**src/rtl/mux_scan_pkg.sv**
```systemverilog
// Shared types and sizes for the 4:1 mux scan sampler.
// State encoding is exported so benches can decode the debug state port.
package mux_scan_pkg;

   localparam int NCH   = 4;
   localparam int SEL_W = 2;
   localparam int CNT_W = 8;

   typedef enum logic [1:0] {
      ST_IDLE   = 2'd0,
      ST_SETTLE = 2'd1,
      ST_HOLD   = 2'd2
   } state_t;

endpackage

```
**src/rtl/mux_scan_sampler_timer.sv**
```systemverilog
// settle_timer: loadable down-counter that stops at zero and flags it.
// Load has priority over decrement.
module settle_timer
   import mux_scan_pkg::*;
(
   input  logic             clk,
   input  logic             rst,
   input  logic             i_load,
   input  logic [CNT_W-1:0] i_load_val,
   input  logic             i_dec,
   output logic             o_zero
);

   logic [CNT_W-1:0] r_cnt;

   always_ff @(posedge clk or posedge rst) begin
      if (rst) begin
         r_cnt <= '0;
      end else if (i_load) begin
         r_cnt <= i_load_val;
      end else if (i_dec && (r_cnt != '0)) begin
         r_cnt <= r_cnt - 1'b1;
      end
   end

   assign o_zero = (r_cnt == '0);

endmodule

```
**src/rtl/mux_scan_sampler.sv**
```systemverilog
// Drives the mux select through channels a..d, samples w after SETTLE cycles
// on each, and offers the assembled 4-bit word on a valid/ready handshake.
module mux_scan_sampler
   import mux_scan_pkg::*;
#(
   parameter int SETTLE = 2
)
(
   input  logic       clk,
   input  logic       rst,
   input  logic       start,
   input  logic       w,
   output logic       s1,
   output logic       s0,
   output logic       busy,
   output logic [3:0] data,
   output logic       valid,
   input  logic       ready,
   output logic [1:0] dbg_state
);

   // Handshake: data transfers at a rising edge where valid && ready; valid
   // never drops without a transfer and data is stable while valid is high.

   localparam logic [CNT_W-1:0] LOAD_VAL = CNT_W'(SETTLE - 1);
   localparam logic [SEL_W-1:0] LAST_CH  = SEL_W'(NCH - 1);

   state_t           r_state;
   state_t           w_state_nxt;
   logic [SEL_W-1:0] r_sel;
   logic [2:0]       r_shadow;
   logic [3:0]       r_data;
   logic             r_valid;
   logic             r_busy;

   logic w_zero;
   logic w_load;
   logic w_dec;
   logic w_accept;
   logic w_sample;
   logic w_finish;
   logic w_handshake;

   settle_timer u_timer (
      .clk        (clk),
      .rst        (rst),
      .i_load     (w_load),
      .i_load_val (LOAD_VAL),
      .i_dec      (w_dec),
      .o_zero     (w_zero)
   );

   always_ff @(posedge clk or posedge rst) begin
      if (rst) begin
         r_state <= ST_IDLE;
      end else begin
         r_state <= w_state_nxt;
      end
   end

   always_comb begin
      w_state_nxt = r_state;
      w_load      = 1'b0;
      w_dec       = 1'b0;
      w_accept    = 1'b0;
      w_sample    = 1'b0;
      w_finish    = 1'b0;
      w_handshake = 1'b0;
      case (r_state)
         ST_IDLE: begin
            if (start) begin
               w_accept    = 1'b1;
               w_load      = 1'b1;
               w_state_nxt = ST_SETTLE;
            end
         end
         ST_SETTLE: begin
            if (!w_zero) begin
               w_dec = 1'b1;
            end else begin
               w_sample = 1'b1;
               if (r_sel == LAST_CH) begin
                  w_finish    = 1'b1;
                  w_state_nxt = ST_HOLD;
               end else begin
                  w_load = 1'b1;
               end
            end
         end
         ST_HOLD: begin
            // start is deliberately not looked at here, even on the handshake edge
            if (r_valid && ready) begin
               w_handshake = 1'b1;
               w_state_nxt = ST_IDLE;
            end
         end
         default: begin
            w_state_nxt = ST_IDLE;
         end
      endcase
   end

   always_ff @(posedge clk or posedge rst) begin
      if (rst) begin
         r_sel    <= '0;
         r_shadow <= '0;
         r_data   <= '0;
         r_valid  <= 1'b0;
         r_busy   <= 1'b0;
      end else begin
         if (w_accept) begin
            r_sel  <= '0;
            r_busy <= 1'b1;
         end
         if (w_sample && !w_finish) begin
            r_shadow[r_sel] <= w;
            r_sel           <= r_sel + 1'b1;
         end
         if (w_finish) begin
            r_data  <= {w, r_shadow};
            r_valid <= 1'b1;
         end
         if (w_handshake) begin
            r_valid <= 1'b0;
            r_busy  <= 1'b0;
            r_sel   <= '0;
         end
      end
   end

   assign s1        = r_sel[1];
   assign s0        = r_sel[0];
   assign busy      = r_busy;
   assign data      = r_data;
   assign valid     = r_valid;
   assign dbg_state = r_state;

endmodule

```
**config.mk**
```make
export PLATFORM = sky130hd
export DESIGN_NAME = mux_scan_sampler
export DESIGN_NICKNAME = d
export VERILOG_FILES = /design/src/rtl/mux_scan_pkg.sv /design/src/rtl/mux_scan_sampler_timer.sv /design/src/rtl/mux_scan_sampler.sv
export SDC_FILE = /design/constraint.sdc
export NUM_CORES = 1
export LEC_CHECK = 0
export ABC_AREA = 1
export ABC_CLOCK_PERIOD_IN_PS = 2300
export BUFFER_PORTS_ARGS = -buffer_cell sky130_fd_sc_hd__buf_2
export CAP_MARGIN = 0
export CORE_AREA = 4 4 47 70
export DETAILED_ROUTE_END_ITERATION = 10
export DIE_AREA = 0 0 51 74
export PLACE_DENSITY = 0.71
export SLEW_MARGIN = 40
export SYNTH_ARGS = -nofsm -noshare
export SYNTH_HDL_FRONTEND = slang
export SYNTH_SLANG_ARGS = --single-unit
```
**constraint.sdc**
```tcl
create_clock -name clk -period 2.3 [get_ports clk]
set_input_delay 0.115 -clock clk [delete_from_list [all_inputs] [get_ports clk]]
set_output_delay 0.115 -clock clk [all_outputs]
set_load 0.02 [all_outputs]
```
# Word level (Yosys, flattened, before mapping)
# Cells that the tools add are included.
[word_totals]
reg_bits = 21
latchBits = 0
ram_bits = 0
mem_bits_ro = 0
in_bits = 5
output_inout_bits = 10
word_cells = 62
memories = 0
[classes]
n_addsub = 2
multipliers = 0
n_div = 0
n_lt_le_gt_ge = 2
n_eq_ne = 7
shift = 0
mux = 31
n_bitwise = 0
n_reduce_logical = 13
[op_table]
columns = ["operator", "count"]
rows = [
  ["$mux 1", 18],
  ["$mux 8", 2],
  ["$mux 2", 7],
  ["$logic_not 8->1", 1],
  ["$ne 2x2->1 const B", 4],
  ["$reduce_bool 8->1", 1],
  ["$sub 8x1->8 const B", 1],
  ["$pmux 2 s3", 1],
  ["$reduce_bool 2->1", 3],
  ["$eq 2x2->1 const B", 2],
  ["$logic_and 1x1->1", 4],
  ["$reduce_and 4->1", 1],
  ["$bwmux 3", 1],
  ["$lt 2x3->1 const B", 1],
  ["$reduce_bool 3->1", 1],
  ["$add 2x1->2 const B", 1],
  ["$demux 1 s2", 1],
  ["$eq 2x1->1 const B", 1],
  ["$ge 2x1->1 const B", 1],
  ["$logic_not 2->1", 1],
  ["$pmux 1 s2", 1],
  ["$logic_not 1->1", 1],
]

# Logic depth before layout (Yosys ltp)
[depth]
word_depth = 8
mapped_depth = 9
depth_no_buf = 9

# Cells and area by module
# Synthesis repeated with hierarchy kept, for this count alone.
[unflattened]
cells_unflattened = 166
area_unflattened_um2 = 1261.2
[by_module_without_submodules]
columns = ["mod", "instances", "cells_each", "area_per_inst_um2", "seq_area_each_um2"]
rows = [
  ["settle_timer", 1, 91, 633.1, 200.2],
  ["mux_scan_sampler", 1, 75, 628.1, 325.3],
]

# Worst setup path before layout
# No wires, ideal clock.
[synth_path]
kind = "register to register"
from = "register r_sel[1]"
to = "register u_timer.r_cnt[7]"
setup_ps = 117
arrival_time_ps = 1308
t_required_ps = 2183
path_slack_ps = 875
stages_incl_launch_ff = 8
n_path_buf = 0
period_less_slack_ps = 1425
path_cell_list = "dfrtp_1 -> ha_1 -> nor2_2 -> nand2_2 -> nand2_2 -> nor2_4 -> nand2_1 -> nand2_1"
[synth_via]
elab_chain_len = 5
word_cells_on_any_way = 6
classes_between = "eq/ne (1); mux (4); reduce/logical (1)"
[synth_rtl]
columns = ["item", "line", "source"]
rows = [
  ["from (decl)", "mux_scan_sampler.sv:30", "logic [SEL_W-1:0] r_sel;"],
  ["from (signal assigned)", "mux_scan_sampler.sv:117", "r_sel <= r_sel + 1'b1;"],
  ["$eq 2x2->1 *", "mux_scan_sampler.sv:82", "if (r_sel == LAST_CH) begin"],
  ["$mux 1 *", "mux_scan_sampler.sv:82", ""],
  ["$mux 1 *", "mux_scan_sampler.sv:78", "if (!w_zero) begin"],
  ["$pmux 1 s2 *", "mux_scan_sampler.sv:69", "case (r_state)"],
  ["$mux 8 / $reduce_bool 2->1 (equally long branches)", "--", ""],
  ["to (signal assigned)", "mux_scan_sampler_timer.sv:20", "r_cnt <= i_load_val;"],
  ["to (signal assigned)", "mux_scan_sampler_timer.sv:22", "r_cnt <= r_cnt - 1'b1;"],
  ["to (decl)", "mux_scan_sampler_timer.sv:14", "logic [CNT_W-1:0] r_cnt;"],
]
# Mark *: on every way between the ends. The rest lies on a longest branch, timed or not.
# A chain may end at the register's enable or synchronous reset.

# Worst setup path in the final report
[layout_path]
from = "register u_timer.r_cnt[0]"
to = "register u_timer.r_cnt[7]"
[layout_via]
elab_chain_len = 5
word_cells_on_any_way = 11
classes_between = "add/sub (1); mux (6); reduce/logical (4)"
[layout_rtl]
columns = ["item"]
rows = [
  ["branches (longest 5 deep; another with $sub 8x1->8)"],
]
# Parallel ways; which one is timed is not known. The select of a mux whose other input is x is not followed.

==> results.tsv <==
metric	value	unit
routed vias/inst	4.804	
Post-Syn Area	1177	um^2
clk buf depth	2	
Seq pwr share	36.4	%
Buffers on Ports	14	
static leakage	0.7613	nW
drt first pass iters	4	
EDFF count, synth	0	
Initial Util	43.99	%
Internal	914.2	uW
Max Fclk	0.6739	GHz
Initial DRC Count	32	
die span in x	51	um
Setup TNS Final	0	ns
Post-Syn Nets	158	
Arrival @ worst endpoint	1.63	ns
RSZ-0062 raised after global routing	no	
Tot GR Track Use	14.23	%
period utilization	64.52	%
Post-CTS Setup Repair Bufs	0	
Largest delay share family, worst path	simple AND/OR/NAND/NOR gates	
Final Cell Area	1349	um^2
CP Cell Sequence	inv_1, ha_1, nand2_2, nor2_8, nand2_2, nand2_2, nor2_4, nand2_1, nand2_1	
area leader, netlist	dfrtp_1	
Comb pwr share	49.5	%
CP bufs+invs	1	
YS warnings	0	
minimum clock period	1.484	ns
core area	2676	um^2
CP max stage delay	0.38	ns
PD cells	1240	nW/um^2
clk root buf	clkbuf_8	
most frequent cells in the layout	nand2_1 (33), inv_1 (28), dfrtp_1 (21)	
CTS tree	done	
Clk Latency, worst-skew pair	0.25	ns
critical path fanouts, max	8	
antenna cells	0	
CP Class	flip-flop to flip-flop	
DP HPWL	1817	um
I/O pin cnt	15	
Die ar.	3774	um^2
Hold Crit Class	primary input to flip-flop	
grt ovf	0	
Reg clk slew, reported paths	0.07	ns
top cells by area, synth	dfrtp_1 (45%), nand2_1 (11%), inv_1 (9.2%)	
max-cap viol count	0	
most common cell after layout, fill and taps aside	nand2_1	
Rel. slew slack	70.45	%
Vias	980	
Slew Limit Fails	0	
Synth Area per Inst	7.955	um^2
Setup Skew	0.0009533	ns
pin count of the biggest net entering global routing	22	
first-pass GRT wire length	4133	um
CTS Buf Count	3	
Max VDD drop	635.2	uV
Sw Ratio	45.35	%
Netlist cell types	19	
CP Launch Type	flip-flop	
Clock Power Share	14.1	%
Area Overhead vs Synth	14.56	%
Avg WL per Cell	11.09	um
post-synthesis sequential area ratio	44.63	%
final antenna-violating net count	0	
CP most frequent cell	nand2_2	
CP Data Required Time	2.45	ns
Hold Fails Final Rpt	0	
routability cong.	0.7890	
H-tree Lvls	1	
Sink Count	21	
fraction of layout cells with a size suffix above 1	18.56	%
Routed Wire Length	2262	um
P_sw	758.5	uW
Residual DRC	0	
Die Y-Extent	74	um
element type at the critical path end	flip-flop	
Slew @ Worst Pin	0.4426	ns
vias in the first global route	1056	
CP max-delay cell	dfrtp_1	
Syn Inst Count	148	
Placed Area	1294	um^2
initial antenna violation count	0	
Synth async-reset ratio	100.0	%
Main synth FF type	dfrtp_1	
Layout Nets	178	
Setup-failing EPs final	0	
Std-Cell Rows	23	
Layout fillers	273	
top cell type's share of synthesized area	44.63	%
synthesis-stage register bit count	21	
status	finished clean	
[cell usage after synthesis, types with 2 or more instances]
cell      n
nor3_1    4
inv_1    29
nor2_8    2
nor2_1   17
dfrtp_1  21
nand2_2   5
nand2_1  33
nand3_1  14
ha_1      5
o21ai_1   9
[metal layers]
layer | GRT usage, % | wire, um | vias up
met4 | 6.587 | 29 | 0
li1 | - | - | 494
met1 | 13.97 | 867 | 467
met5 | 0 | 0 | -
met2 | 28.41 | 1303 | 15
met3 | 2.004 | 61 | 4
[power by group through the flow]
stage	clock network [mW]	registers, mW	logic (mW)
floorplan	0	0.644	0.609
global placement	0	0.607	0.800
detailed placement	0	0.614	0.835
CTS	0.247	0.607	0.840
global route	0.259	0.627	0.961
finish	0.235	0.609	0.828
[timing repair]
item | in CTS | in global routing
hold endpoints to repair | 0 | 21
hold buffers | 0 | 1
resized for setup | 0 | 0
[logic make-up after synthesis]
kind of cell | count (synthesis) | synth area share (%)
flops | 21 | 44.63
simple gates | 80 | 33.80
fa+ha+maj | 5 | 5.313
xor+xnor | 1 | 0.7440
compound gates | 11 | 5.951
buf+inv | 30 | 9.564
[through the flow]
stage               total power, mW  worst slack [ns]  hold slack [ns]  util, %  instances
finish                        1.673            0.8160           0.1213    50.40        204
global route                  1.847            0.6544           0.1211    50.40        204
CTS                           1.695            0.8044          0.02747    50.02        203
detailed placement            1.449            0.8132           0.3123    48.34        199
global placement              1.407            0.8708           0.3006    48.34        199
floorplan                     1.253            0.8746          0.09153        -        148
[tightest hold or removal path, cell delays in order]
cell and delay (ns):
buf_2 0.12, o21ai_1 0.07, inv_1 0.04
[final cells by class]
type                       count  area, um^2  share of cell area, %
sequential                    21       525.5                  38.96
clock buffer                   4       45.04                  3.340
timing repair buffer          15       80.08                  5.937
multi-input combinational     97       539.3                  39.98
inverter                      30       112.6                  8.349
tap                           37       46.29                  3.432
[path summary, 6_finish.rpt]
path / from / end / slack, ns / depth (start not counted)
hold reg to reg: u_timer.r_cnt[0] / u_timer.r_cnt[0] / 0.49 / 2
hold / removal: w / r_shadow[2] / 0.12 / 3
max in group asynchronous: rst / data[1] / 1.59 / 3
setup reg to reg: u_timer.r_cnt[0] / u_timer.r_cnt[7] / 0.82 / 9
min in group asynchronous: rst / u_timer.r_cnt[2] / 0.41 / 3
setup / recovery: u_timer.r_cnt[0] / u_timer.r_cnt[7] / 0.82 / 9
[state kept, by name (all words and copies together), names as in the netlist]
name / cells
valid: 1
busy: 1
r_sel: 2
data: 4
u_timer.r_cnt: 8
dbg_state: 2
r_shadow: 3
(Power assumes the default switching activity.)
